<file path="src/rtl/mux_2_1_rr.sv">
// mux_2_1_rr: 2-to-1 stream merger with valid/ready handshakes and
// round-robin arbitration, feeding a single registered output slot.
// Each output beat is tagged with its source lane (0 = lane 0, 1 = lane 1).
//
// Optional feature macro: MUX_2_1_RR_FIXED_PRIO_EN
//   defined   -> fixed priority, lane 0 wins every contention
//   undefined -> round-robin, alternating under continuous contention
//
// Parameters:
//   DATA_WIDTH  width of each data lane
//   CNT_WIDTH   width of the accepted-beat counter
//
// Ports:
//   clk        rising-edge clock
//   rst_n      asynchronous active-low reset
//   in0_valid  lane 0 beat valid
//   in0_data   lane 0 data
//   in0_ready  lane 0 beat accepted this cycle (with in0_valid)
//   in1_valid  lane 1 beat valid
//   in1_data   lane 1 data
//   in1_ready  lane 1 beat accepted this cycle (with in1_valid)
//   o_valid    registered output beat valid
//   o_data     registered output data
//   o_sel      registered source lane of the output beat
//   o_ready    downstream accept
//   beat_cnt   beats accepted from the inputs, modulo 2^CNT_WIDTH
module mux_2_1_rr #(
  parameter int DATA_WIDTH = 16,
  parameter int CNT_WIDTH  = 8
) (
  input  logic                  clk,
  input  logic                  rst_n,
  input  logic                  in0_valid,
  input  logic [DATA_WIDTH-1:0] in0_data,
  output logic                  in0_ready,
  input  logic                  in1_valid,
  input  logic [DATA_WIDTH-1:0] in1_data,
  output logic                  in1_ready,
  output logic                  o_valid,
  output logic [DATA_WIDTH-1:0] o_data,
  output logic                  o_sel,
  input  logic                  o_ready,
  output logic [CNT_WIDTH-1:0]  beat_cnt
);

  logic vld0_p0;
  logic vld1_p0;
  logic slot_free_p0;
  logic grant_vld_p0;
  logic grant_p0;
  logic accept_p0;

  // Valids are masked while reset is held so neither ready can rise even
  // though the empty output slot would otherwise look free.
  assign vld0_p0      = in0_valid & rst_n;
  assign vld1_p0      = in1_valid & rst_n;
  assign slot_free_p0 = ~o_valid | o_ready;

`ifdef MUX_2_1_RR_FIXED_PRIO_EN
  always_comb begin
    grant_vld_p0 = vld0_p0 | vld1_p0;
    grant_p0     = ~vld0_p0;
  end
`else
  logic last_grant;

  always_comb begin
    grant_vld_p0 = vld0_p0 | vld1_p0;
    grant_p0     = 1'b0;
    if (vld0_p0 && vld1_p0) begin
      grant_p0 = ~last_grant;
    end else if (vld1_p0) begin
      grant_p0 = 1'b1;
    end
  end

  // Reset to lane 1 so lane 0 takes the first contention. Only updated on
  // an accept, so a stall or an idle cycle never moves the turn.
  always_ff @(posedge clk or negedge rst_n) begin
    if (!rst_n) begin
      last_grant <= 1'b1;
    end else if (accept_p0) begin
      last_grant <= grant_p0;
    end
  end
`endif

  assign accept_p0 = slot_free_p0 & grant_vld_p0;
  // A granted lane is always a valid lane, so accept plus grant is enough.
  assign in0_ready = accept_p0 & ~grant_p0;
  assign in1_ready = accept_p0 &  grant_p0;

  // ---- output slot register (p0 -> output) ----
  always_ff @(posedge clk or negedge rst_n) begin
    if (!rst_n) begin
      o_valid  <= 1'b0;
      o_data   <= '0;
      o_sel    <= 1'b0;
      beat_cnt <= '0;
    end else if (accept_p0) begin
      o_valid  <= 1'b1;
      o_data   <= grant_p0 ? in1_data : in0_data;
      o_sel    <= grant_p0;
      beat_cnt <= beat_cnt + {{(CNT_WIDTH-1){1'b0}}, 1'b1};
    end else if (o_ready) begin
      // Beat drained with nothing to replace it; data and tag keep their
      // last values.
      o_valid  <= 1'b0;
    end
  end

endmodule

</file>
<file path="config.mk">
export PLATFORM = sky130hd
export DESIGN_NAME = mux_2_1_rr
export DESIGN_NICKNAME = d
export VERILOG_FILES = /design/src/rtl/mux_2_1_rr.sv
export SDC_FILE = /design/constraint.sdc
export NUM_CORES = 1
export LEC_CHECK = 0
export CAP_MARGIN = 20
export CORE_AREA = 10 10 68 70
export DETAILED_ROUTE_END_ITERATION = 8
export DIE_AREA = 0 0 78 80
export GPL_ROUTABILITY_DRIVEN = 0
export PLACE_DENSITY = 0.78
export SLEW_MARGIN = 15
export SYNTH_ARGS = -nofsm -noshare
export SYNTH_HDL_FRONTEND = slang
export SYNTH_SLANG_ARGS = --single-unit
</file>
<file path="constraint.sdc">
create_clock -name clk -period 1.7 [get_ports clk]
set_input_delay 0.34 -clock clk [delete_from_list [all_inputs] [get_ports clk]]
set_output_delay 0.34 -clock clk [all_outputs]
set_load 0.005 [all_outputs]
</file>
==> out/results.env <==
FINALCRITPERIODSHARE=0.9684
CTS-BUFFERS-INSERTED=3
WORST_SETUP_PATH_STARTPOINT='beat_cnt[1]'
FINAL_ANTENNA_NET_COUNT=0
SYNTH_SIMPLE_GATE_AREA_SHARE=0.08696
SYNTHADDERAREAFRAC=0.009881
WORST_PATH_MAX_DELAY_CELL='clkdlybuf4s50_1'
CRITICAL_PATH_REQUIRED_NS=1.36
CTS_TREE='built'
CLOCK_LATENCY_NS=0.33
SYNTH_TOP_FAMILY_BY_AREA='compound AO/OA/AOI/OAI gates'
CP_NUM_BUF_INV=1
MUXSHAREOFSYNTHAREA=0.008893
ASYNC_FLOP_SHARE=1.000
TOTAL_POWER_W=0.002185
NUM_VIAS=1165
GRT.OVERFLOW.TOTAL=0
TIMING_MAX_TRANSITION_VIOLATIONS_FINAL=0
PLACE.DETAILED.HPWL_MICRONS=3186
SYNTHTOLAYOUTAREAGROWTH_PCT=62.55
SYN_NETS=140
INITIAL_CORE_UTIL=0.3855
YS_WARN_COUNT=0
WL_MICRONS=4164
SYNTH-SEQ-CELLS=27
ACHIEVABLE-FREQUENCY_MHz=607.4
POST_DP_CELL_AREA_SQ_UM=1989
FINAL_NET_COUNT=217
DESIGN_AREA_SQ_UM=2058
TIMING.FINAL.HOLD_VIOLATIONS=0
DIE_W_MICRONS=78
COUNT_OF_FLIP_FLOPS_WITH_A_BUILT_IN_ENABLE_AFTER_SYNTHESIS=0
CTS.HTREE.LEVELS=1
CLKSLEWWORSTSETUPHOLDPATHS_NS=0.15
PLACEABLE_CORE_REGION_SQ_UM=3284
CRIT_FANOUT=4
R2R-START='last_grant'
CRIT_PATH_CELL_TRACE='clkdlybuf4s50_1'
PORT_BUFFERS=64
FINAL.FILL_COUNT=290
POST_SYNTH_CELL_TYPES=27
POST_LAYOUT_NONFILLER_INSTANCES=224
POWERDENSITY_nW_PER_UM2=1062
POST_SYNTH_INST_COUNT=102
SYNTH-COMPOUND-AREA-SHARE=0.2569
CRITPATHCAPTURETYPE='primary output'
LAYOUT_CELL_SHARE_WITH_DRIVE_STRENGTH_BEYOND_1=0.2079
NUM_ROWS=21
FLOORPLAN.IO_PINS=65
GRT_ANTENNA_BEFORE_REPAIR=0
DRT_DRC_VIOLATIONS_LEFT=0
DETAIL_ROUTE.VIAS_PER_CELL=5.201
CLOCK_SKEW_AFTER_LAYOUT_NS=0.009193
TIMING.FINAL.CRIT_PERIOD_NS=1.646
MAX_SLEW.WORST_PIN.SLEW_NS=0.3850
CRITICALPATHCATEGORY='flip-flop to primary output'
PLEAK_nW=0.8888
SYN-CELL-AREA_SQ_UM=1266
GROUTE.USAGE.OVERALL=0.1256
CRITICAL_PATH.STARTPOINT_TYPE='flip-flop'
FLOORPLAN.DIE_AREA_SQ_UM=6240
REPORT.FINAL.SETUP_VIOL=0
RUN_STATUS='complete, no violations'
LENGTH_OF_THE_FIRST_DETAILED_ROUTING_PASS_IN_ITERATIONS=4
IRDROPWORSTVDD_uV=380.8
NUM_ANTENNA_CELLS=0
CTS.SINK_COUNT=27
WORST_EP_ARRIVAL_TIME_NS=1.31
WIRE_LENGTH_OF_THE_FIRST_GLOBAL_ROUTING_PASS_MICRONS=6410
GRT_MAX_DEGREE=19
GRT_PASS1_VIAS=1290
YOSYS_MOST_USED_DFF='dfrtp_1'
PLACED_CELLS=216
FIRST_ITER_VIOLATIONS=62
CTS_MAX_PATH_BUFFERS=2
TIMING.MAX_CAP.VIOLATIONS=0
DIE_Y_MICRONS=80
POST_CTS_HOLD_BUFFER_COUNT=0
WORST_PATH_LARGEST_CELL_DELAY_NS=0.54
SYNTH_AREA_PER_CELL_SQ_UM=12.41
DETAIL_ROUTE.WL_PER_CELL_MICRONS=18.59
SYNTH-XOR-AREA-SHARE=0.04842
TIMING.MAX_SLEW.REL_SLACK=0.7416
MIN-DELAY-PATH-CLASS='primary input to asynchronous set/reset pin'
CRITICAL-PATH-TOP-DELAY-FAMILY='buffers and inverters'
FINAL.SETUP.TNS_NS=0
SEQUENTIAL_SHARE_OF_THE_SYNTHESIZED_AREA=0.5346
CELL_AT_THE_ROOT_OF_THE_CLOCK_TREE='clkbuf_4'
cell usage in the layout, fill, tap and decap left out, drive strengths merged:
cell type and n:
a21boi 16, a21oi 2, a221o 16, and4 1, buf 18, clkbuf 4, clkdlybuf4s50 58, dfrtp 26
dfstp 1, dlygate4sd2 1, dlymetal6s2s 3, ha 1, inv 1, mux2 1, nand2 5, nand2b 1
nand3 4, nand4 1, nor2 2, nor2b 1, nor3 2, nor4 3, o2111a 1, o21a 1
o21ai 1, xnor2 2, xor2 5
cell usage after synthesis (2+ instances only):
master    number  area share
a21oi_1        2      0.0079
dfrtp_1       26        0.51
xor2_1         5       0.035
a21boi_0      16       0.095
nand3_1        4       0.016
buf_6          3       0.027
xnor2_1        2       0.014
nor3_1         2      0.0079
nand2_1        5       0.015
a221o_1        7       0.055
clkbuf_1       3      0.0089
nor2_1         2      0.0059
nor4_1         3       0.015
a221o_2        9       0.080
kinds of logic (layout without fill, tap and decap cells):
logic type | Yosys count | in the layout
adders and majority gates | 1 | 1
xor gates and xnor gates | 7 | 7
muxes | 1 | 1
and+or+nand+nor | 20 | 20
AOI/OAI and AO/OA | 37 | 37
buffers and inverters | 9 | 85
DFF | 27 | 27
stage by stage:
step	util	setup WS, ns	hold WS (ns)
3_5_place_dp	0.6057	-0.4490	0.4625
4_1_cts	0.6114	0.008514	0.4115
3_3_place_gp	0.6057	-0.3576	0.4598
6_report	0.6267	0.05374	0.04459
5_1_grt	0.6267	-0.006800	0.04939
2_1_floorplan	-	0.2637	0.04441
worst paths after layout:
kind / cells after the start / slack (ns) / endpoint
max in group asynchronous: 2 / 1.45 / last_grant
min in group clk: 1 / 0.49 / beat_cnt[7]
worst max-delay path: 1 / 0.05 / beat_cnt[1]
worst min-delay path: 2 / 0.04 / beat_cnt[0]
worst max register to register: 4 / 0.23 / o_data[2]
worst min register to register: 1 / 0.49 / beat_cnt[7]
layout make-up:
type | count | area [sq um] | area share
multi-input cells | 66 | 525.5 | 0.2553
clock buffers | 4 | 26.28 | 0.01277
well taps | 46 | 57.56 | 0.02796
inverters | 1 | 3.754 | 0.001824
flip-flops and latches | 27 | 680.7 | 0.3307
repair buffers | 80 | 764.5 | 0.3714
registers in the layout (all words and copies together) (netlist names):
register and flops:
o_sel 1, last_grant 1, o_data 16, beat_cnt 8
o_valid 1
layer usage:
metal / global-route usage / wire [microns]
met5: 0 / 0
met4: 0.05018 / 34
met3: 0.04505 / 325
met2: 0.2098 / 2110
met1: 0.1436 / 1693
where the power goes:
group	internal [W]	switching, W
sequential	0.000824	0.000158
combinational	0.000606	0.000309
clock	0.0000920	0.000195
total	0.00152	0.000663
timing repair:
action,in CTS,in global routing
gates cloned,0,0
gates resized for setup,11,8
setup buffers,0,4
endpoints found under the setup margin,12,19
No activity file was read; power rests on OpenSTA's default activity.
